`config.mk`:
```
export PLATFORM = sky130hd
export DESIGN_NAME = munoc_apb_multi_initiator_arbiter_flat
export DESIGN_NICKNAME = d
export VERILOG_FILES = /design/src/rtl/munoc_apb_multi_initiator_arbiter_pkg.sv /design/src/rtl/munoc_apb_multi_initiator_arbiter_if.sv /design/src/rtl/munoc_apb_multi_initiator_arbiter_picker.sv /design/src/rtl/munoc_apb_multi_initiator_arbiter.sv /design/src/flat_wrapper.sv
export SDC_FILE = /design/constraint.sdc
export NUM_CORES = 1
export LEC_CHECK = 0
export CAP_MARGIN = 20
export CORE_AREA = 2 2 113 115
export CTS_CLUSTER_SIZE = 40
export DETAILED_ROUTE_END_ITERATION = 12
export DIE_AREA = 0 0 115 117
export PLACE_DENSITY = 0.77
export SETUP_SLACK_MARGIN = 0.4
export SYNTH_ARGS = -nofsm -noshare
export SYNTH_HDL_FRONTEND = slang
export SYNTH_SLANG_ARGS = --single-unit
```
`constraint.sdc`:
```
create_clock -name clk -period 2.9 [get_ports clk]
set_input_delay 0.58 -clock clk [delete_from_list [all_inputs] [get_ports clk]]
set_output_delay 0.58 -clock clk [all_outputs]
set_load 0.01 [all_outputs]
```
`src/rtl/munoc_apb_multi_initiator_arbiter_pkg.sv`:
```
// Shared definitions for the multi-initiator APB arbiter and its picker.
package munoc_apb_arb_pkg;

    // Arbiter FSM encoding; IDLE must stay at zero so a reset register reads IDLE.
    typedef enum logic [1:0] {
        ST_IDLE   = 2'd0,
        ST_SETUP  = 2'd1,
        ST_ACCESS = 2'd2
    } arb_state_e;

    // Arbitration mode codes.
    localparam int ARB_RR    = 0;
    localparam int ARB_FIXED = 1;

    // Width of the ACCESS-phase timeout counter (limit is at most 65535).
    localparam int BW_TIMEOUT = 16;

    // Width of a grant index for a given number of initiators.
    function automatic int grant_width(input int num_req);
        return (num_req > 1) ? $clog2(num_req) : 1;
    endfunction

endpackage

```
`src/rtl/munoc_apb_multi_initiator_arbiter_if.sv`:
```
// Bundle of all initiator-side and target-side APB signals of the arbiter.
//
// Handshake: an initiator requests by holding psel and penable high (its
// ACCESS phase); the arbiter finishes that request in the single cycle where
// that initiator's rpready bit is high, and rprdata/rpslverr are valid only
// in that cycle. Towards the target the arbiter runs a plain APB SETUP
// (spsel=1, spenable=0) followed by ACCESS (spsel=1, spenable=1) held until
// spready or timeout; the target's response is taken in the spready cycle.
//
// master: the arbiter's view. slave: the surrounding environment's view.
interface munoc_apb_arb_if #(
    parameter int NUM_REQ = 2,
    parameter int BW_ADDR = 32,
    parameter int BW_DATA = 32
);
    import munoc_apb_arb_pkg::*;

    localparam int BW_STRB  = BW_DATA / 8;
    localparam int BW_GRANT = grant_width(NUM_REQ);

    // Initiator side
    logic [NUM_REQ-1:0]         rpsel;
    logic [NUM_REQ-1:0]         rpenable;
    logic [NUM_REQ*BW_ADDR-1:0] rpaddr;
    logic [NUM_REQ-1:0]         rpwrite;
    logic [NUM_REQ*BW_DATA-1:0] rpwdata;
    logic [NUM_REQ*BW_STRB-1:0] rpwstrb;
    logic [BW_DATA-1:0]         rprdata;
    logic [NUM_REQ-1:0]         rpready;
    logic [NUM_REQ-1:0]         rpslverr;

    // Target side
    logic                       spsel;
    logic                       spenable;
    logic [BW_ADDR-1:0]         spaddr;
    logic                       spwrite;
    logic [BW_DATA-1:0]         spwdata;
    logic [BW_STRB-1:0]         spwstrb;
    logic [BW_DATA-1:0]         sprdata;
    logic                       spready;
    logic                       spslverr;

    // Status
    logic [BW_GRANT-1:0]        sgrant_id;
    logic                       timeout_event;
    arb_state_e                 dbg_state;

    modport master (
        input  rpsel, rpenable, rpaddr, rpwrite, rpwdata, rpwstrb,
        output rprdata, rpready, rpslverr,
        output spsel, spenable, spaddr, spwrite, spwdata, spwstrb,
        input  sprdata, spready, spslverr,
        output sgrant_id, timeout_event, dbg_state
    );

    modport slave (
        output rpsel, rpenable, rpaddr, rpwrite, rpwdata, rpwstrb,
        input  rprdata, rpready, rpslverr,
        input  spsel, spenable, spaddr, spwrite, spwdata, spwstrb,
        output sprdata, spready, spslverr,
        input  sgrant_id, timeout_event, dbg_state
    );

endinterface

```
`src/rtl/munoc_apb_multi_initiator_arbiter_picker.sv`:
```
// Rotating priority encoder: returns the first requesting index at or above
// ptr_i (wrapping at NUM_REQ), or the lowest requesting index when mode_i=1.
module munoc_rr_picker #(
    parameter int NUM_REQ = 2,
    parameter int BW_IDX  = 1
) (
    input  logic [NUM_REQ-1:0] req_i,
    input  logic [BW_IDX-1:0]  ptr_i,
    input  logic               mode_i,
    output logic               found_o,
    output logic [BW_IDX-1:0]  idx_o
);
    // One spare bit so ptr + offset cannot overflow before the wrap.
    localparam int BW_W = BW_IDX + 1;

    logic [BW_W-1:0]   cand;
    logic [BW_IDX-1:0] cand_idx;

    // Scan from the farthest offset down so the nearest requester is the last one written.
    always_comb begin
        found_o  = 1'b0;
        idx_o    = '0;
        cand     = '0;
        cand_idx = '0;
        for (int k = NUM_REQ - 1; k >= 0; k--) begin
            cand = mode_i ? BW_W'(k) : ({1'b0, ptr_i} + BW_W'(k));
            if (cand >= BW_W'(NUM_REQ)) begin
                cand = cand - BW_W'(NUM_REQ);
            end
            cand_idx = cand[BW_IDX-1:0];
            if (req_i[cand_idx]) begin
                found_o = 1'b1;
                idx_o   = cand_idx;
            end
        end
    end

endmodule

```
`src/rtl/munoc_apb_multi_initiator_arbiter.sv`:
```
// N-initiator APB arbiter: merges several APB requesters onto one APB target
// with round-robin or fixed-priority selection, a full SETUP/ACCESS sequence
// towards the target and an optional ACCESS timeout that answers SLVERR.
module munoc_apb_multi_initiator_arbiter
    import munoc_apb_arb_pkg::*;
#(
    parameter int NUM_REQ        = 2,
    parameter int BW_ADDR        = 32,
    parameter int BW_DATA        = 32,
    parameter int ARB_MODE       = 0,
    parameter int TIMEOUT_CYCLES = 0
) (
    input  logic           clk,
    input  logic           rstnn,
    munoc_apb_arb_if.master bus
);
    localparam int BW_STRB  = BW_DATA / 8;
    localparam int BW_GRANT = grant_width(NUM_REQ);

    localparam logic FIXED_MODE = (ARB_MODE == ARB_FIXED);
    localparam logic TO_EN      = (TIMEOUT_CYCLES > 0);
    localparam logic [BW_TIMEOUT-1:0] TO_LAST =
        (TIMEOUT_CYCLES > 0) ? BW_TIMEOUT'(TIMEOUT_CYCLES - 1) : '0;

    arb_state_e            state_q;
    logic [BW_GRANT-1:0]   gnt_q;
    logic [BW_GRANT-1:0]   rr_ptr_q;
    logic [BW_TIMEOUT-1:0] cnt_q;
    logic                  spsel_q;
    logic                  spenable_q;
    logic [BW_ADDR-1:0]    spaddr_q;
    logic                  spwrite_q;
    logic [BW_DATA-1:0]    spwdata_q;
    logic [BW_STRB-1:0]    spwstrb_q;

    logic [NUM_REQ-1:0]    pending;
    logic                  pick_found;
    logic [BW_GRANT-1:0]   pick_idx;
    logic [BW_GRANT-1:0]   gnt_next;
    logic                  timeout_hit;
    logic                  xfer_done;

    logic [NUM_REQ-1:0]    rpready_c;
    logic [NUM_REQ-1:0]    rpslverr_c;
    logic [BW_DATA-1:0]    rprdata_c;

    logic [BW_ADDR-1:0]    req_addr  [NUM_REQ];
    logic [BW_DATA-1:0]    req_wdata [NUM_REQ];
    logic [BW_STRB-1:0]    req_wstrb [NUM_REQ];

    // Split the packed initiator buses into per-initiator words.
    for (genvar i = 0; i < NUM_REQ; i++) begin : g_unpack
        assign req_addr[i]  = bus.rpaddr[i*BW_ADDR +: BW_ADDR];
        assign req_wdata[i] = bus.rpwdata[i*BW_DATA +: BW_DATA];
        assign req_wstrb[i] = bus.rpwstrb[i*BW_STRB +: BW_STRB];
    end

    // An initiator competes only once it is in its own ACCESS phase.
    assign pending = bus.rpsel & bus.rpenable;

    munoc_rr_picker #(
        .NUM_REQ (NUM_REQ),
        .BW_IDX  (BW_GRANT)
    ) u_picker (
        .req_i   (pending),
        .ptr_i   (rr_ptr_q),
        .mode_i  (FIXED_MODE),
        .found_o (pick_found),
        .idx_o   (pick_idx)
    );

    // A target answer on the limit cycle wins over the timeout.
    assign timeout_hit = TO_EN && (state_q == ST_ACCESS) &&
                         (cnt_q == TO_LAST) && !bus.spready;
    assign xfer_done   = (state_q == ST_ACCESS) && (bus.spready || timeout_hit);
    assign gnt_next    = (gnt_q == BW_GRANT'(NUM_REQ - 1)) ? '0 : gnt_q + BW_GRANT'(1);

    // Transfer sequencer: grant and capture in IDLE, SETUP for one cycle, ACCESS until done.
    always_ff @(posedge clk or negedge rstnn) begin
        if (!rstnn) begin
            state_q    <= ST_IDLE;
            gnt_q      <= '0;
            rr_ptr_q   <= '0;
            cnt_q      <= '0;
            spsel_q    <= 1'b0;
            spenable_q <= 1'b0;
            spaddr_q   <= '0;
            spwrite_q  <= 1'b0;
            spwdata_q  <= '0;
            spwstrb_q  <= '0;
        end else begin
            case (state_q)
                ST_IDLE: begin
                    if (pick_found) begin
                        state_q    <= ST_SETUP;
                        gnt_q      <= pick_idx;
                        spsel_q    <= 1'b1;
                        spenable_q <= 1'b0;
                        spaddr_q   <= req_addr[pick_idx];
                        spwrite_q  <= bus.rpwrite[pick_idx];
                        spwdata_q  <= req_wdata[pick_idx];
                        spwstrb_q  <= req_wstrb[pick_idx];
                    end
                end
                ST_SETUP: begin
                    state_q    <= ST_ACCESS;
                    spenable_q <= 1'b1;
                    cnt_q      <= '0;
                end
                ST_ACCESS: begin
                    if (xfer_done) begin
                        state_q    <= ST_IDLE;
                        spsel_q    <= 1'b0;
                        spenable_q <= 1'b0;
                        if (!FIXED_MODE) begin
                            rr_ptr_q <= gnt_next;
                        end
                    end else if (TO_EN) begin
                        cnt_q <= cnt_q + BW_TIMEOUT'(1);
                    end
                end
                default: begin
                    state_q    <= ST_IDLE;
                    spsel_q    <= 1'b0;
                    spenable_q <= 1'b0;
                end
            endcase
        end
    end

    // Route the target response (or the timeout error) back to the owner only.
    always_comb begin
        rpready_c  = '0;
        rpslverr_c = '0;
        rprdata_c  = '0;
        if (state_q == ST_ACCESS) begin
            rpready_c[gnt_q]  = bus.spready || timeout_hit;
            rpslverr_c[gnt_q] = timeout_hit ? 1'b1 : bus.spslverr;
            rprdata_c         = timeout_hit ? '0 : bus.sprdata;
        end
    end

    assign bus.rpready       = rpready_c;
    assign bus.rpslverr      = rpslverr_c;
    assign bus.rprdata       = rprdata_c;
    assign bus.spsel         = spsel_q;
    assign bus.spenable      = spenable_q;
    assign bus.spaddr        = spaddr_q;
    assign bus.spwrite       = spwrite_q;
    assign bus.spwdata       = spwdata_q;
    assign bus.spwstrb       = spwstrb_q;
    assign bus.sgrant_id     = gnt_q;
    assign bus.timeout_event = timeout_hit;
    assign bus.dbg_state     = state_q;

endmodule

```
`src/flat_wrapper.sv`:
```
// flat-port wrapper written by rule: the top's interface ports become plain ports
module munoc_apb_multi_initiator_arbiter_flat import munoc_apb_arb_pkg::*;
#(
    parameter int NUM_REQ        = 2,
    parameter int BW_ADDR        = 32,
    parameter int BW_DATA        = 32,
    parameter int ARB_MODE       = 0,
    parameter int TIMEOUT_CYCLES = 0
)
  (clk, rstnn, bus_rpsel, bus_rpenable, bus_rpaddr, bus_rpwrite, bus_rpwdata, bus_rpwstrb, bus_rprdata, bus_rpready, bus_rpslverr, bus_spsel, bus_spenable, bus_spaddr, bus_spwrite, bus_spwdata, bus_spwstrb, bus_sprdata, bus_spready, bus_spslverr, bus_sgrant_id, bus_timeout_event, bus_dbg_state);
  munoc_apb_arb_if #(.NUM_REQ(NUM_REQ), .BW_ADDR(BW_ADDR), .BW_DATA(BW_DATA)) bus_i ();
  input  logic clk;
  input  logic rstnn;
  input wire logic [$bits(bus_i.rpsel)-1:0] bus_rpsel;
  input wire logic [$bits(bus_i.rpenable)-1:0] bus_rpenable;
  input wire logic [$bits(bus_i.rpaddr)-1:0] bus_rpaddr;
  input wire logic [$bits(bus_i.rpwrite)-1:0] bus_rpwrite;
  input wire logic [$bits(bus_i.rpwdata)-1:0] bus_rpwdata;
  input wire logic [$bits(bus_i.rpwstrb)-1:0] bus_rpwstrb;
  output wire logic [$bits(bus_i.rprdata)-1:0] bus_rprdata;
  output wire logic [$bits(bus_i.rpready)-1:0] bus_rpready;
  output wire logic [$bits(bus_i.rpslverr)-1:0] bus_rpslverr;
  output wire logic [$bits(bus_i.spsel)-1:0] bus_spsel;
  output wire logic [$bits(bus_i.spenable)-1:0] bus_spenable;
  output wire logic [$bits(bus_i.spaddr)-1:0] bus_spaddr;
  output wire logic [$bits(bus_i.spwrite)-1:0] bus_spwrite;
  output wire logic [$bits(bus_i.spwdata)-1:0] bus_spwdata;
  output wire logic [$bits(bus_i.spwstrb)-1:0] bus_spwstrb;
  input wire logic [$bits(bus_i.sprdata)-1:0] bus_sprdata;
  input wire logic [$bits(bus_i.spready)-1:0] bus_spready;
  input wire logic [$bits(bus_i.spslverr)-1:0] bus_spslverr;
  output wire logic [$bits(bus_i.sgrant_id)-1:0] bus_sgrant_id;
  output wire logic [$bits(bus_i.timeout_event)-1:0] bus_timeout_event;
  output wire logic [$bits(bus_i.dbg_state)-1:0] bus_dbg_state;
  assign bus_i.rpsel = bus_rpsel;
  assign bus_i.rpenable = bus_rpenable;
  assign bus_i.rpaddr = bus_rpaddr;
  assign bus_i.rpwrite = bus_rpwrite;
  assign bus_i.rpwdata = bus_rpwdata;
  assign bus_i.rpwstrb = bus_rpwstrb;
  assign bus_rprdata = bus_i.rprdata;
  assign bus_rpready = bus_i.rpready;
  assign bus_rpslverr = bus_i.rpslverr;
  assign bus_spsel = bus_i.spsel;
  assign bus_spenable = bus_i.spenable;
  assign bus_spaddr = bus_i.spaddr;
  assign bus_spwrite = bus_i.spwrite;
  assign bus_spwdata = bus_i.spwdata;
  assign bus_spwstrb = bus_i.spwstrb;
  assign bus_i.sprdata = bus_sprdata;
  assign bus_i.spready = bus_spready;
  assign bus_i.spslverr = bus_spslverr;
  assign bus_sgrant_id = bus_i.sgrant_id;
  assign bus_timeout_event = bus_i.timeout_event;
  assign bus_dbg_state = bus_i.dbg_state;
  munoc_apb_multi_initiator_arbiter #(.NUM_REQ(NUM_REQ), .BW_ADDR(BW_ADDR), .BW_DATA(BW_DATA), .ARB_MODE(ARB_MODE), .TIMEOUT_CYCLES(TIMEOUT_CYCLES)) u_core (.clk(clk), .rstnn(rstnn), .bus(bus_i));
endmodule
```
==> reports/results.env <==
RUN_STATUS='completed'
SYNTH_SEQ_AREA_SHARE_PCT=45.7
DIE-HEIGHT_UM=117
CORE_UM2=12300
TIMING.CRITICAL_PATH.FANOUT_MAX=18
BUFFER_PORTS.INSERTED=287
WORST_R2R_END='u_core.bus.spaddr[30]'
SYNTHESIS.NETS=570
UNREPAIRED_SETUP_ENDPOINTS_AFTER_GLOBAL_ROUTING='yes'
WEIGHTED_CONGESTION_REPORTED_AT_THE_END_OF_ROUTABILITY_DRIVEN_PLACEMENT=0.849
POSTROUTEANTENNANETS=0
WORST_CLOCK_SKEW_PS=8.99
POWER_DENSITY_nW_PER_UM2=856
PEAK_FREQ_MHz=405
GLOBALROUTE.TOTALOVERFLOW=0
NETLIST.AREA_LEADER.SHARE_PCT=45.7
TIMING.FINAL.HOLD_VIOLATIONS=0
FINAL.SETUP.WORST_SLACK_PS=430
DRT_ITER0_MARKERS=454
SYNTHDISTINCTLIBCELLS=25
ROUTE.DETAILED.VIAS_PER_INST=5.76
SLEW_VIOLATIONS=0
ROUTEDWLPERCELL_UM=21.0
FINAL.MIN_CLOCK_PERIOD_PS=2470
GLOBAL_ROUTE.USAGE.TOTAL_PCT=24.1
VIAS=4621
CRITPATHCAPTURETYPE='primary output'
DP_HPWL_UM=11900
FLOORPLAN.ROWS=41
DIE_AREA_UM2=13500
FINAL.PERIOD_UTILIZATION_PCT=85.2
LAYOUT_COMMON_CELLS='284 x clkdlybuf4s50_1, 72 x dfrtp_1, 69 x a311oi_1, 69 x a2bb2oi_1, 54 x o21ai_0'
DRT-PASS1-ITER-COUNT=5
POST_SYNTH_MAIN_AREA_CONTRIBUTORS='dfrtp_1 46%, a2bb2oi_1 15%, a311oi_1 15%, o21ai_0 6.7%, and2_1 5.1%'
IO_PINS=289
TIMING.MAX_CAP.VIOLATIONS=0
ROUTED_WIRELENGTH_UM=16900
TOTALNEGATIVESETUPSLACK_PS=0
FINAL_NETS=825
ROOT_BUFFER='clkbuf_16'
TIMING.REG2REG.SETUP_SLACK_PS=800
IR_DROP_uV=421
CLOCK_PATH_BUFFERS=2
CLOCK_TREE.HTREE_LEVEL_COUNT=3
SETUP_VIOL_COUNT_FINAL=0
PLACE_WS_PS=321
POST-LAYOUT-TOTAL-POWER_uW=6250
NUMBER_OF_DESIGN_RULE_VIOLATIONS_LEFT_AFTER_DETAIL_ROUTING=0
SLOWEST_STAGE='clkdlybuf4s50_1'
PATH_CLASS='reg -> out'
INITIAL_STANDARD_CELL_UTILIZATION_OF_THE_CORE_PCT=32.9
WORST_SETUP_HOLD_PATH_CLK_SLEW_PS=60
CLOCK-SINKS=74
SLEW_HEADROOM_PCT=37.6
POST-PLACE-CELLS=785
MAPPEDNETLISTAREA_UM2=4050
FIN_CELLS=802
GRT_FIRST_PASS_WIRELENGTH_UM=25600
MAX_STAGE_DELAY_PS=580
POST_SYNTH.CELL_AREA_AVG_UM2=10.3
TIMING.CRITICAL_PATH.CELLS='nor2b_4, buf_6, and2_1, clkdlybuf4s50_1'
CRITICAL_PATH_ARRIVAL_PS=1890
STATIC-LEAKAGE-POWER_uW=0.00275
START_KIND='register'
R2R.WORST_PATH.CELLS=4
CLOCK_LATENCY_PS=330
LARGEST_NET_DEGREE_AT_THE_START_OF_GLOBAL_ROUTING=75
WORSTREG2REGSTART='u_core.bus.dbg_state[1]'
NUMBER_OF_SYNTHESIZED_REGISTER_BITS=74
CTS_HOLD_BUFFERS=0
ANTENNA-DIODE-COUNT=0
POST_ROUTE_CELLS_DRIVE_ABOVE_1_SHARE_PCT=6.29
MAX_SLEW.WORST_PIN.SLEW_PS=935
CTS_POST_SETUP_BUFFERS_INSERTED=0
AREA_GROWTH_SYN_TO_LAYOUT_PCT=80.1
MOSTFREQUENTLAYOUTCELL='clkdlybuf4s50_1'
SYN-INSTANCE-COUNT=392
CTS_TREE='yes'
FIRST_GLOBAL_VIAS=4649
SYNTH_TOP_AREA_CELL='dfrtp_1'
HOLD_PATH_CLASS='in -> async'
WORST-ENDPOINT-REQUIRED_PS=2320
ANTENNA_VIOLATIONS_BEFORE_REPAIR=0
YS.WARNINGS.COUNT=0
CTS_MADE_BUFFERS=9
DIE-WIDTH_UM=115
worst max-delay path: cells and delay by family (launching register included):
| kind | cells | cell delay [ps] |
|---|---|---|
| buffers and inverters | 2 | 760 |
| DFF | 1 | 450 |
| and+or+nand+nor | 2 | 360 |
registers in the layout, indices dropped and copies added (netlist names):
name                  cells
u_core.bus.dbg_state      2
u_core.bus.sgrant_id      1
u_core.bus.spaddr        32
u_core.bus.spsel          1
u_core.bus.spwdata       32
u_core.bus.spwrite        1
u_core.bus.spwstrb        4
u_core.rr_ptr_q           1
power breakdown:
group / leakage (µW) / internal (µW) / switching [µW] / total [µW]
registers: 0.000819 / 1530 / 359 / 1890
logic: 0.00179 / 1880 / 1340 / 3220
clock network: 0.000142 / 695 / 444 / 1140
metal layers:
layer	routed length (µm)	vias up	track usage, %
li1	-	2070	-
met2	8370	253	40.5
met4	331	0	7.55
met5	0	-	0
met1	6880	2272	31.6
met3	1280	26	4.94
worst max-delay path by stage:
stage | slack, ps | start | to | cells past startpoint
6_report | 430 | u_core.bus.dbg_state[1] | bus_rprdata[0] | 4
5_1_grt | 390 | u_core.bus.dbg_state[1] | bus_rprdata[0] | 4
4_1_cts | 390 | u_core.bus.dbg_state[1] | bus_rprdata[31] | 4
3_5_place_dp | 320 | bus_spready | bus_rpready[0] | 4
3_3_place_gp | 180 | bus_rpsel[1] | u_core.bus.spaddr[14] | 4
2_1_floorplan | 1100 | u_core.bus.dbg_state[1] | bus_rpslverr[0] | 4
metrics by stage:
stage	hold WS, ps	area, µm²	util (%)
2_1_floorplan	284	4050	-
3_3_place_gp	462	6950	56.5
3_5_place_dp	470	6970	56.6
4_1_cts	425	7280	59.1
5_1_grt	461	7300	59.3
6_report	385	7300	59.3
kinds of logic (layout without fill, tap and decap cells):
kind of cell | count (synthesis) | after routing | synth area share [%]
compound gates | 213 | 213 | 39.7
flops | 74 | 74 | 45.7
buf+inv | 57 | 317 | 6.94
simple gates | 46 | 46 | 7.35
other cells | 1 | 1 | 0.0925
mux | 1 | 1 | 0.278
timing repair:
action                     in CTS  in global routing
gates resized for setup         3                  7
setup endpoints to repair      36                 35
cloned                          0                  1
synthesized netlist by cell type (all sizes together):
cell      n
dfrtp    74
o21ai    71
a2bb2oi  69
a311oi   69
and2     33
clkbuf   31
buf      26
nor2      4
a21o      2
and3      2
nand2     2
nand3b    2
a22oi     1
and3b     1
conb      1
mux2      1
nor2b     1
o31ai     1
or2       1
final cells by class:
class	instances	area, µm²
clock inverter	5	62.6
timing repair buffer	301	3020
fill	1047	5010
sequential	74	1850
tap	150	188
multi-input combinational	261	1930
clock buffer	11	243
No activity file was read; power rests on OpenSTA's default activity.
